==> src/rtl/spi_frame_writer.sv <==
// SPI MOSI deserialiser that writes DW-bit line words into a DEPTH-line image buffer.
// It signals image completion after a programmable drain delay and can ping-pong between two banks.
module spi_frame_writer #(
  parameter int DW         = 20,
  parameter int FRAME_BITS = 24,
  parameter int DEPTH      = 20,
  parameter int AW         = 5,
  parameter int MSB_FIRST  = 1,
  parameter int DONE_DLY   = 2,
  parameter int PINGPONG   = 1
) (
  input  logic          iCLK,
  input  logic          iRST,
  input  logic          iCLR,
  input  logic          iEN,
  input  logic          MOSI,
  output logic [DW-1:0] oDATA,
  output logic          oWr_EN,
  output logic [AW-1:0] oWr_ADDR,
  output logic          oBANK,
  output logic          oWr_DONE,
  output logic          oFRAME_ACT
);

  localparam int BW  = (FRAME_BITS > 1) ? $clog2(FRAME_BITS) : 1;
  localparam int DCW = (DONE_DLY > 1) ? $clog2(DONE_DLY) : 1;

  localparam logic [BW-1:0]  BCNT_LAST = BW'(FRAME_BITS - 1);
  localparam logic [BW-1:0]  BCNT_WORD = BW'(DW - 1);
  localparam logic [BW-1:0]  BCNT_ONE  = BW'(1);
  localparam logic [AW-1:0]  ADDR_LAST = AW'(DEPTH - 1);
  localparam logic [AW-1:0]  ADDR_ONE  = AW'(1);
  localparam logic [DCW-1:0] DCNT_LAST = DCW'((DONE_DLY > 0) ? (DONE_DLY - 1) : 0);
  localparam logic [DCW-1:0] DCNT_ONE  = DCW'(1);

  typedef enum logic [1:0] {
    RUN   = 2'd0,
    DRAIN = 2'd1,
    DONE  = 2'd2
  } state_t;

  state_t         state_r;
  state_t         state_nxt_s;
  logic [BW-1:0]  bcnt_r;
  logic [BW-1:0]  bcnt_nxt_s;
  logic [DW-1:0]  sr_r;
  logic [DW-1:0]  sr_nxt_s;
  logic [DW-1:0]  data_r;
  logic [AW-1:0]  addr_r;
  logic [DCW-1:0] dcnt_r;
  logic [DCW-1:0] dcnt_nxt_s;
  logic           wr_en_r;
  logic           bank_r;
  logic           done_r;
  logic           frame_act_r;
  logic           word_done_s;
  logic           clr_s;

  assign clr_s       = iRST | iCLR;
  assign word_done_s = iEN & (bcnt_r == BCNT_WORD);

  // Bit counter advance and shift-register load for the current enabled cycle
  always_comb begin
    bcnt_nxt_s = bcnt_r;
    sr_nxt_s   = sr_r;
    if (iEN) begin
      if (bcnt_r == BCNT_LAST) begin
        bcnt_nxt_s = '0;
      end else begin
        bcnt_nxt_s = bcnt_r + BCNT_ONE;
      end
      if (bcnt_r <= BCNT_WORD) begin
        if (MSB_FIRST != 0) begin
          sr_nxt_s = {sr_r[DW-2:0], MOSI};
        end else begin
          sr_nxt_s = {MOSI, sr_r[DW-1:1]};
        end
      end else begin
        sr_nxt_s = sr_r;
      end
    end else begin
      bcnt_nxt_s = bcnt_r;
    end
  end

  // Image-completion sequencer: wait for last line, drain, then pulse done
  always_comb begin
    state_nxt_s = state_r;
    dcnt_nxt_s  = dcnt_r;
    case (state_r)
      RUN: begin
        dcnt_nxt_s = '0;
        if (wr_en_r && (addr_r == ADDR_LAST)) begin
          if (DONE_DLY == 0) begin
            state_nxt_s = DONE;
          end else begin
            state_nxt_s = DRAIN;
          end
        end else begin
          state_nxt_s = RUN;
        end
      end
      DRAIN: begin
        if (dcnt_r == DCNT_LAST) begin
          state_nxt_s = DONE;
          dcnt_nxt_s  = '0;
        end else begin
          state_nxt_s = DRAIN;
          dcnt_nxt_s  = dcnt_r + DCNT_ONE;
        end
      end
      DONE: begin
        state_nxt_s = RUN;
        dcnt_nxt_s  = '0;
      end
      default: begin
        state_nxt_s = RUN;
        dcnt_nxt_s  = '0;
      end
    endcase
  end

  // Capture datapath, line addressing and FSM state registers
  always_ff @(posedge iCLK) begin
    if (clr_s) begin
      state_r     <= RUN;
      bcnt_r      <= '0;
      sr_r        <= '0;
      data_r      <= '0;
      addr_r      <= '0;
      dcnt_r      <= '0;
      wr_en_r     <= 1'b0;
      bank_r      <= 1'b0;
      done_r      <= 1'b0;
      frame_act_r <= 1'b0;
    end else begin
      state_r     <= state_nxt_s;
      dcnt_r      <= dcnt_nxt_s;
      bcnt_r      <= bcnt_nxt_s;
      sr_r        <= sr_nxt_s;
      wr_en_r     <= word_done_s;
      done_r      <= (state_nxt_s == DONE);
      frame_act_r <= (bcnt_nxt_s != '0);
      if (word_done_s) begin
        data_r <= sr_nxt_s;
      end
      // Address is held for the strobe cycle and advances right after it
      if (wr_en_r) begin
        addr_r <= (addr_r == ADDR_LAST) ? '0 : (addr_r + ADDR_ONE);
      end
      if ((state_r == DONE) && (PINGPONG != 0)) begin
        bank_r <= ~bank_r;
      end
    end
  end

  assign oDATA      = data_r;
  assign oWr_EN     = wr_en_r;
  assign oWr_ADDR   = addr_r;
  assign oBANK      = bank_r;
  assign oWr_DONE   = done_r;
  assign oFRAME_ACT = frame_act_r;

endmodule
==> config.mk <==
export PLATFORM = sky130hd
export DESIGN_NAME = spi_frame_writer
export DESIGN_NICKNAME = d
export VERILOG_FILES = /design/src/rtl/spi_frame_writer.sv
export SDC_FILE = /design/constraint.sdc
export NUM_CORES = 1
export LEC_CHECK = 0
export ABC_AREA = 0
export ABC_CLOCK_PERIOD_IN_PS = 1850
export CORE_ASPECT_RATIO = 1.4
export CORE_UTILIZATION = 24
export CTS_CLUSTER_DIAMETER = 40
export DETAILED_ROUTE_END_ITERATION = 8
export PLACE_DENSITY_LB_ADDON = 0.1
export SYNTH_ARGS = -nofsm -noshare
export SYNTH_HDL_FRONTEND = slang
export SYNTH_SLANG_ARGS = --single-unit
==> constraint.sdc <==
create_clock -name iCLK -period 1.85 [get_ports iCLK]
set_input_delay 0.185 -clock iCLK [delete_from_list [all_inputs] [get_ports iCLK]]
set_output_delay 0.185 -clock iCLK [all_outputs]
set_load 0.005 [all_outputs]
==> summary.txt, run 1 <==
Detailed routing
  – DR WL/cell: 12.51 um
  – Vias: 1653
  – DR vias/cell: 4.408
  – DRT Pass-1 Iters: 2
  – Final WL: 4691 um
  – DRT antenna net count: 0
  – DRC viols: 0
  – Detailed Route Iter0 Violations: 80

Power and ir drop
  – Flop pwr share: 53.5%
  – Logic pwr share: 3.7%
  – Cell Pwr Density: 795.7 nW/um^2
  – Pint: 1.751 mW
  – Psw: 509.8 uW
  – Switch share: 22.55%
  – Leakage: 1.101 nW
  – VDD IR max: 452.2 uV
  – Clock Power Share: 42.9%

STA
  – Relative slew slack: 73.99%
  – Count of endpoints failing hold in the final timing report: 0
  – Clk_skew: 0.004763 ns
  – Final setup fails: 0
  – RSZ-0062 raised after global routing: false
  – Pins Over Slew Limit: 0
  – Tcrit/Tclk final: 89.10%
  – Least-Margin Pin Slew: 0.3902 ns
  – Hold slack: 0.4611 ns
  – Fmax: 606.6 MHz
  – Fin crit period: 1.648 ns
  – Worst setup margin: 0.2016 ns
  – Setup TNS: 0 ns

Critical path
  – Reg2reg end: oDATA[19]$_SDFFE_PP0P_
  – Critical Path End Type: register
  – Slowest CP cell: or4b_4
  – Internal reg-to-reg setup slack: 0.20 ns
  – CP max stage delay: 0.69 ns
  – Worst setup SP type: register
  – CP Cell Sequence: ha_1 -> nand2_4 -> or4b_4 -> nand2_1 -> a21oi_1
  – Critical path origin: bcnt_r[0]$_SDFF_PP0_
  – Critical path destination: oDATA[19]$_SDFFE_PP0P_
  – Critical path class: reg2reg
  – Reg2reg start: bcnt_r[0]$_SDFF_PP0_
  – Worst EP arrival: 1.83 ns
  – CP required: 2.03 ns
  – Worst-path maximum fanout: 21
  – Reg2Reg Depth: 5

Floorplan
  – Core area: 9029 sq um
  – Num ports: 34
  – Die Area: 9712 sq um
  – Width of the die: 83.58 um
  – Die Y: 116.2 um
  – Initial core utilization: 24.76%
  – Num rows: 41

Yosys
  – Netlist Area Pre-Place: 2236 sq um
  – Ys async rst share: 0%
  – Largest cells by area after synthesis: dfxtp_1 50%, mux2i_1 10%, nor2_2 5.6%
  – Sequential share of the synthesized area: 50.14%
  – Seq cells post-synth: 56
  – Synth top area share: 50.14%
  – Synth Instances: 234
  – Cell taking the most area after synthesis: dfxtp_1
  – Post-synth EDFFs: 0
  – Yosys warnings: 0
  – Syn_nets: 241
  – Avg Inst Size Synth: 9.555 sq um
  – Count of cell types in the netlist: 41
  – Most common cell in the netlist: dfxtp_1
  – Post-synth top cells: 56 x dfxtp_1, 31 x nor2_1, 25 x nand2_1
  – Synth Flop Type: dfxtp_1

GRT
  – Initial antenna violation count: 0
  – Global Route Usage Sum: 10.36%
  – Pin count of the biggest net entering global routing: 43
  – Gr ovfl total: 0
  – First-pass GRT wire length: 7845 um
  – M2 GR Usage: 17.56%
  – Met3 usage: 2.827%
  – M1 GR Usage: 12.26%
  – Layer carrying the most global-route usage: met2
  – Number of global-route vias before repair: 1580

Final layout
  – Sequential cell area: 1121 sq um
  – Fillers: 966
  – Fin nets: 274
  – Area of the multi-input gates: 1018 sq um
  – Post-route insts no fill: 375
  – Syn-to-layout area delta: 27.08%
  – Antenna diodes: 0
  – Share of cells above drive strength 1: 16.79%

Clock network
  – Setup Buffers After CTS: 0
  – Clk slew on worst S/H paths: 0.07 ns
  – CTS buffer count: 5
  – CTS Sinks: 56
  – Post-CTS sizing: 0
  – Clock root buffer: clkbuf_16
  – Worst-Skew Late Latency: 0.30 ns
  – Hold_buf cts: 0
  – Bufs on Longest Clock Path: 2
  – TritonCTS clock tree: yes
  – H-tree lvl count: 2

Flow run
  – MaxCap Viol Count: 0

Placed design
  – Placed insts: 367
  – Worst slack at placement: 0.005312 ns
  – PortBufs: 33
  – GPL Wtd Cong: 0.7723
  – Detailed Place HPWL: 3012 um

Outcome
  – Status: complete, no violations

Worst hold path
  – Hold crit path type: reg2reg
final cells by class:
class / instances / share of cell area, %
flip-flops and latches: 56 / 39.45
multi-input cells: 162 / 35.84
repair buffers: 41 / 14.62
well taps: 107 / 4.712
clock buffers: 5 / 4.403
clock inverters: 3 / 0.8366
inverters: 1 / 0.1321
cell families (layout without fill, tap and decap cells):
family | after synthesis | after routing | share of synthesized area, %
AOI/OAI and AO/OA | 32 | 32 | 8.059
DFF | 56 | 56 | 50.14
buffers and inverters | 16 | 50 | 4.587
adders and majority gates | 2 | 2 | 1.119
and+or+nand+nor | 98 | 98 | 22.94
xor gates and xnor gates | 6 | 6 | 2.350
muxes | 24 | 24 | 10.80
routing by layer:
layer  up-vias  wire length, um
met5         -                0
met4         0               91
met3         6              154
met2        19             2301
li1        854                -
met1       774             2144
how the worst min path moves through the flow:
stage	startpoint	endpoint	slack, ns	depth (start not counted)
after CTS	sr_r[18]$_SDFF_PP0_	oDATA[19]$_SDFFE_PP0P_	0.47	2
after global placement	sr_r[18]$_SDFF_PP0_	sr_r[18]$_SDFF_PP0_	0.45	2
after global routing	sr_r[18]$_SDFF_PP0_	sr_r[18]$_SDFF_PP0_	0.49	2
final	sr_r[18]$_SDFF_PP0_	oDATA[19]$_SDFFE_PP0P_	0.46	2
after detailed placement	sr_r[18]$_SDFF_PP0_	oDATA[19]$_SDFFE_PP0P_	0.45	2
after floorplan	MOSI	oDATA[0]$_SDFFE_PP0P_	0.31	2
critical path, delay by kind of cell, from the launching register on:
kind / cells / cell delay (ns)
simple gates: 3 / 0.90
flops: 1 / 0.34
fa+ha+maj: 1 / 0.21
compound gates: 1 / 0.07
layout by cell type (no fill, tap or decap), types with 2 or more instances in the layout:
cell / synthesis / routed
dfxtp_1: 56 / 56
xor2_1: 4 / 4
o21ai_1: 5 / 5
nand2_1: 25 / 25
clkdlybuf4s50_1: 0 / 33
nor3_1: 2 / 2
clkinvlp_4: 0 / 2
buf_12: 0 / 2
nand4_1: 2 / 2
ha_1: 2 / 2
or3b_1: 2 / 2
nor2b_1: 3 / 3
o21ai_0: 17 / 17
a21oi_1: 4 / 4
nor2_1: 31 / 30
and4b_1: 2 / 2
nor2_2: 20 / 21
buf_4: 2 / 6
xnor2_1: 2 / 2
mux2i_1: 23 / 23
clkbuf_16: 0 / 5
stage by stage:
stage          power (mW)  utilization, %  area [sq um]
2_1_floorplan       1.289               -          2236
3_3_place_gp        1.323           29.82          2693
3_5_place_dp        1.323           29.82          2693
4_1_cts             2.308           31.47          2841
5_1_grt             2.359           31.47          2841
6_report            2.261           31.47          2841
flip-flops by register name (all words and copies together), names as in the netlist:
signal,cells
dcnt_r,1
oWr_ADDR,5
state_r,2
oDATA,20
sr_r,19
oWr_EN,1
oFRAME_ACT,1
bcnt_r,5
oWr_DONE,1
oBANK,1
power by group through the flow:
stage | Clock, mW | Combinational (mW) | Sequential (mW)
3_5_place_dp | 0 | 0.0848 | 1.24
3_3_place_gp | 0 | 0.0853 | 1.24
5_1_grt | 1.06 | 0.0906 | 1.21
4_1_cts | 1.01 | 0.0851 | 1.21
2_1_floorplan | 0 | 0.0503 | 1.24
6_report | 0.969 | 0.0828 | 1.21
No activity file was read; power rests on OpenSTA's default activity.
==> run 2, diff against run 1 <==
Settings changed: CORE_UTILIZATION 24 to 25.
==> run 2 against run 1 <==
  * Via count is 0.67% lower
  * Non-clock buffer count is 2 lower
  * Sequential power hardly changed
  * Critical path depth stayed put
  * Clock skew hardly changed
  * Largest cell class unchanged
  * Sequential share of layout area is 0.39 points lower
  * Hold slack better by 0.0010 ns
  * Highest routed layer unchanged
  * Fmax is 2.7% lower
  * Total power is 7.5% higher
  * Combinational power is 2% lower
  * Routed wire length is 1.3% higher
  * Final cell count is 0.80% lower
==> summary.txt, run 2 (synthesis results as in run 1) <==
Detailed routing
  – Detailed Route Iter0 Violations: 66
  – DR WL/cell: 12.77 um
  – DRT antenna net count: 0
  – Vias: 1642
  – DRC viols: 0
  – DR vias/cell: 4.414
  – DRT Pass-1 Iters: 4
  – Final WL: 4752 um

GRT
  – First-pass GRT wire length: 7403 um
  – Number of global-route vias before repair: 1582
  – Gr ovfl total: 0
  – Global Route Usage Sum: 10.52%
  – Initial antenna violation count: 0
  – Pin count of the biggest net entering global routing: 43

Critical path
  – Worst-path maximum fanout: 11
  – Reg2reg start: bcnt_r[0]$_SDFF_PP0_
  – Internal reg-to-reg setup slack: 0.16 ns
  – Worst setup SP type: register
  – Critical path origin: bcnt_r[0]$_SDFF_PP0_
  – Reg2Reg Depth: 5
  – CP required: 2.02 ns
  – Critical path class: reg2reg
  – Worst EP arrival: 1.87 ns
  – Reg2reg end: oDATA[19]$_SDFFE_PP0P_
  – Critical Path End Type: register
  – Critical path destination: oDATA[19]$_SDFFE_PP0P_

Final layout
  – Share of cells above drive strength 1: 16.85%
  – Syn-to-layout area delta: 28.48%
  – Antenna diodes: 0
  – Max FFs per register: 20
  – Most frequent cells in the layout: 55 x dfxtp_1, 33 x clkdlybuf4s50_1, 30 x nor2_1, 25 x nand2_1, 23 x mux2i_1
  – Fin nets: 273
  – Leading cell type in the layout, fill and taps excluded: dfxtp_1
  – Final core utilization: 33.37%

STA
  – Least-Margin Pin Slew: 0.4808 ns
  – RSZ-0062 raised after global routing: false
  – Tcrit/Tclk final: 91.59%
  – Final setup fails: 0
  – Fmax: 590.2 MHz
  – Relative slew slack: 67.91%
  – Fin crit period: 1.694 ns
  – Setup TNS: 0 ns
  – Pins Over Slew Limit: 0
  – Count of endpoints failing hold in the final timing report: 0
  – Clk_skew: 0.004686 ns

Floorplan
  – Die Area: 9331 sq um
  – Num rows: 40
  – Width of the die: 81.93 um
  – Die Y: 113.9 um
  – Core area: 8608 sq um
  – Num ports: 34
  – Initial core utilization: 25.97%

Placed design
  – PortBufs: 33
  – Detailed Place HPWL: 2984 um
  – GPL Wtd Cong: 0.7711

Clock network
  – H-tree lvl count: 2
  – Worst-Skew Late Latency: 0.29 ns
  – Hold_buf cts: 0
  – CTS buffer count: 5
  – TritonCTS clock tree: yes
  – Clock root buffer: clkbuf_16
  – Bufs on Longest Clock Path: 2
  – Clk slew on worst S/H paths: 0.07 ns
  – CTS Sinks: 56

Power and ir drop
  – Psw: 471.7 uW
  – VDD IR max: 343.0 uV
  – Cell Pwr Density: 846.0 nW/um^2
  – Switch share: 19.41%
  – Flop pwr share: 49.8%
  – Clock Power Share: 46.8%
  – Logic pwr share: 3.3%
  – Pint: 1.959 mW
  – Leakage: 1.117 nW

Worst hold path
  – Hold crit path type: reg2reg
  – Hold Crit Depth: 1

Outcome
  – Status: complete, no violations

Flow run
  – MaxCap Viol Count: 0
==> run 2: cell types whose count changed in the layout (fill, tap and decap cells not counted) <==
cell	change
dfxtp_2	+1
clkinvlp_4	-2
buf_4	-2
or4b_4	+1
clkinv_4	-1
clkbuf_8	+2
dfxtp_1	-1
bufinv_16	+1
==> run 2: how the worst min path moves through the flow <==
| stage | start | endpoint |
|---|---|---|
| 2_1_floorplan | MOSI | oDATA[0]$_SDFFE_PP0P_ |
| 3_3_place_gp | sr_r[18]$_SDFF_PP0_ | sr_r[18]$_SDFF_PP0_ |
| 3_5_place_dp | dcnt_r$_SDFF_PP0_ | dcnt_r$_SDFF_PP0_ |
| 4_1_cts | dcnt_r$_SDFF_PP0_ | dcnt_r$_SDFF_PP0_ |
| 5_1_grt | dcnt_r$_SDFF_PP0_ | dcnt_r$_SDFF_PP0_ |
| 6_report | dcnt_r$_SDFF_PP0_ | dcnt_r$_SDFF_PP0_ |
==> run 2: layout make-up <==
class	instances	area, sq um
Inverter	1	3.754
Sequential cell	56	1122
Timing Repair Buffer	39	400.4
Clock buffer	7	152.6
Tap cell	105	131.4
Fill cell	906	5736
Multi-Input combinational cell	163	1032
Clock inverter	1	30.03
==> run 2: critical path: stages, from the launching register on <==
cell and delay (ns):
dfxtp_2 0.38, ha_1 0.24, nand2_4 0.09, or4b_4 0.68
nand2_1 0.11, a21oi_1 0.07
==> run 2: power groups by stage <==
stage | Clock [mW] | Combinational [mW] | Sequential (mW)
after floorplan | 0 | 0.0503 | 1.24
after global placement | 0 | 0.0826 | 1.24
after detailed placement | 0 | 0.0823 | 1.24
after CTS | 1.18 | 0.0829 | 1.21
after global routing | 1.23 | 0.0868 | 1.21
final | 1.14 | 0.0808 | 1.21
==> run 2: timing repair <==
item	in CTS	in global routing
resized for setup	0	2
hold endpoints to repair	0	0
buffers inserted	0	0
setup endpoints to repair	0	9
==> run 2: layer usage <==
layer	share of wire (%)	routed length [um]	up-vias	global-route usage [%]
li1	-	-	850	-
met5	0	0	-	0
met1	48	2268	763	12.62
met4	1.7	82	0	4.795
met3	2.9	137	6	2.560
met2	48	2262	23	17.36
==> run 2: through the flow <==
stage	total power [mW]	setup WS [ns]	cells	hold slack (ns)	cell area, sq um
after CTS	2.473	0.04184	371	0.4645	2858
after global routing	2.527	0.08558	372	0.4980	2873
after global placement	1.322	0.03220	363	0.4533	2675
final	2.430	0.1555	372	0.4621	2873
after floorplan	1.289	0.2193	234	0.3132	2236
after detailed placement	1.322	0.02746	363	0.4553	2675
==> run 3, diff against run 2 <==
Settings changed: DONT_BUFFER_PORTS set to 1.
==> run 3 against run 2 <==
  * Fmax is 2.2% higher
  * Die area stayed put
  * Via count is 6.9% lower
  * Critical endpoint is now oDATA[10]$_SDFFE_PP0P_
  * Largest cell class unchanged
==> summary.txt, run 3 (synthesis results as in run 1) <==
Floorplan
  – Num rows: 40
  – Initial core utilization: 25.97%
  – Core area: 8608 sq um
  – Die Y: 113.9 um
  – Die Area: 9331 sq um
  – Width of the die: 81.93 um
  – Num ports: 34

Placed design
  – Placed insts: 332
  – Detailed Place HPWL: 3055 um
  – GPL Wtd Cong: 0.7135
  – PortBufs: 0

Critical path
  – Worst-path maximum fanout: 21
  – Worst setup SP type: register
  – Critical Path End Type: register
  – CP required: 2.04 ns
  – Worst EP arrival: 1.85 ns
  – Critical path class: reg2reg

Clock network
  – Worst-Skew Late Latency: 0.29 ns
  – CTS Sinks: 56
  – Setup Buffers After CTS: 0
  – Bufs on Longest Clock Path: 2
  – Clock root buffer: clkbuf_16
  – H-tree lvl count: 2
  – CTS buffer count: 5
  – Post-CTS sizing: 0
  – Clk slew on worst S/H paths: 0.07 ns
  – Hold_buf cts: 0
  – TritonCTS clock tree: yes

Detailed routing
  – Vias: 1529
  – Detailed Route Iter0 Violations: 70
  – DRT Pass-1 Iters: 4
  – DRT antenna net count: 0
  – DR WL/cell: 13.91 um
  – DRC viols: 0
  – DR vias/cell: 4.497
  – Final WL: 4731 um

STA
  – Fmax: 603.4 MHz
  – Fin crit period: 1.657 ns
  – Relative slew slack: 70.90%
  – Clk_skew: 0.005610 ns
  – Least-Margin Pin Slew: 0.4364 ns
  – Setup TNS: 0 ns
  – Final setup fails: 0
  – RSZ-0062 raised after global routing: false
  – Count of endpoints failing hold in the final timing report: 0
  – Hold slack: 0.02089 ns
  – Pins Over Slew Limit: 0
  – Tcrit/Tclk final: 89.58%

GRT
  – First-pass GRT wire length: 7707 um
  – Gr ovfl total: 0
  – Pin count of the biggest net entering global routing: 43
  – Global Route Usage Sum: 11.20%
  – Initial antenna violation count: 0
  – Number of global-route vias before repair: 1555

Final layout
  – Fin nets: 241
  – Most frequent cells in the layout: 56 x dfxtp_1, 30 x nor2_1, 25 x nand2_1, 23 x mux2i_1, 21 x nor2_2
  – Max FFs per register: 20
  – Antenna diodes: 0
  – Leading cell type in the layout, fill and taps excluded: dfxtp_1
  – Post-route insts no fill: 340
  – Syn-to-layout area delta: 11.92%
  – Share of cells above drive strength 1: 18.30%
  – Final core utilization: 29.07%

Power and ir drop
  – Psw: 465.3 uW
  – Switch share: 20.78%
  – Clock Power Share: 43.1%
  – Total Power: 2.240 mW
  – Cell Pwr Density: 895.1 nW/um^2
  – Leakage: 0.9891 nW
  – Pint: 1.774 mW
  – Logic pwr share: 2.9%
  – VDD IR max: 365.2 uV
  – Flop pwr share: 54.0%

Flow run
  – MaxCap Viol Count: 0

Outcome
  – Status: complete, no violations

Worst hold path
  – Hold crit path type: in2reg
run 3: path summary, 6_finish.rpt:
kind                            cells after the start                endpoint  slack, ns                 start
worst min-delay path                                2   oDATA[0]$_SDFFE_PP0P_       0.02                  MOSI
worst max register to register                      5  oDATA[10]$_SDFFE_PP0P_       0.19  bcnt_r[0]$_SDFF_PP0_
worst max-delay path                                5  oDATA[10]$_SDFFE_PP0P_       0.19  bcnt_r[0]$_SDFF_PP0_
worst min register to register                      2     sr_r[18]$_SDFF_PP0_       0.47   sr_r[18]$_SDFF_PP0_
run 3: metrics by stage:
step	setup slack (ns)	instance area, sq um
3_5_place_dp	0.1709	2356
2_1_floorplan	0.2193	2236
4_1_cts	0.1629	2502
3_3_place_gp	0.1857	2356
5_1_grt	0.09914	2502
6_report	0.1928	2502
run 3: worst max-delay path, cell delays in order (launching register included):
cell and delay, ns:
dfxtp_1 0.33, ha_1 0.22, nand2_4 0.08, or4b_4 0.69, nor2_2 0.17, nor2_1 0.06
run 3: power by group through the flow:
stage / registers (mW) / clock network (mW) / logic, mW
after floorplan: 1.24 / 0 / 0.0503
after global placement: 1.24 / 0 / 0.0660
after detailed placement: 1.24 / 0 / 0.0651
after CTS: 1.21 / 1.02 / 0.0653
after global routing: 1.21 / 1.06 / 0.0702
final: 1.21 / 0.965 / 0.0641
run 3: final cells by class:
cell class	instances	area, sq um
Timing Repair Buffer	8	72.57
Sequential cell	56	1121
Inverter	1	3.754
Tap cell	105	131.4
Multi-Input combinational cell	162	1027
Clock buffer	8	146.4
Fill cell	935	6106
run 3: routing by layer:
metal | track usage, % | share of wire (%)
met2 | 18.62 | 49
met5 | 0 | 0
met1 | 12.38 | 43
met4 | 5.263 | 2.1
met3 | 4.080 | 5.6
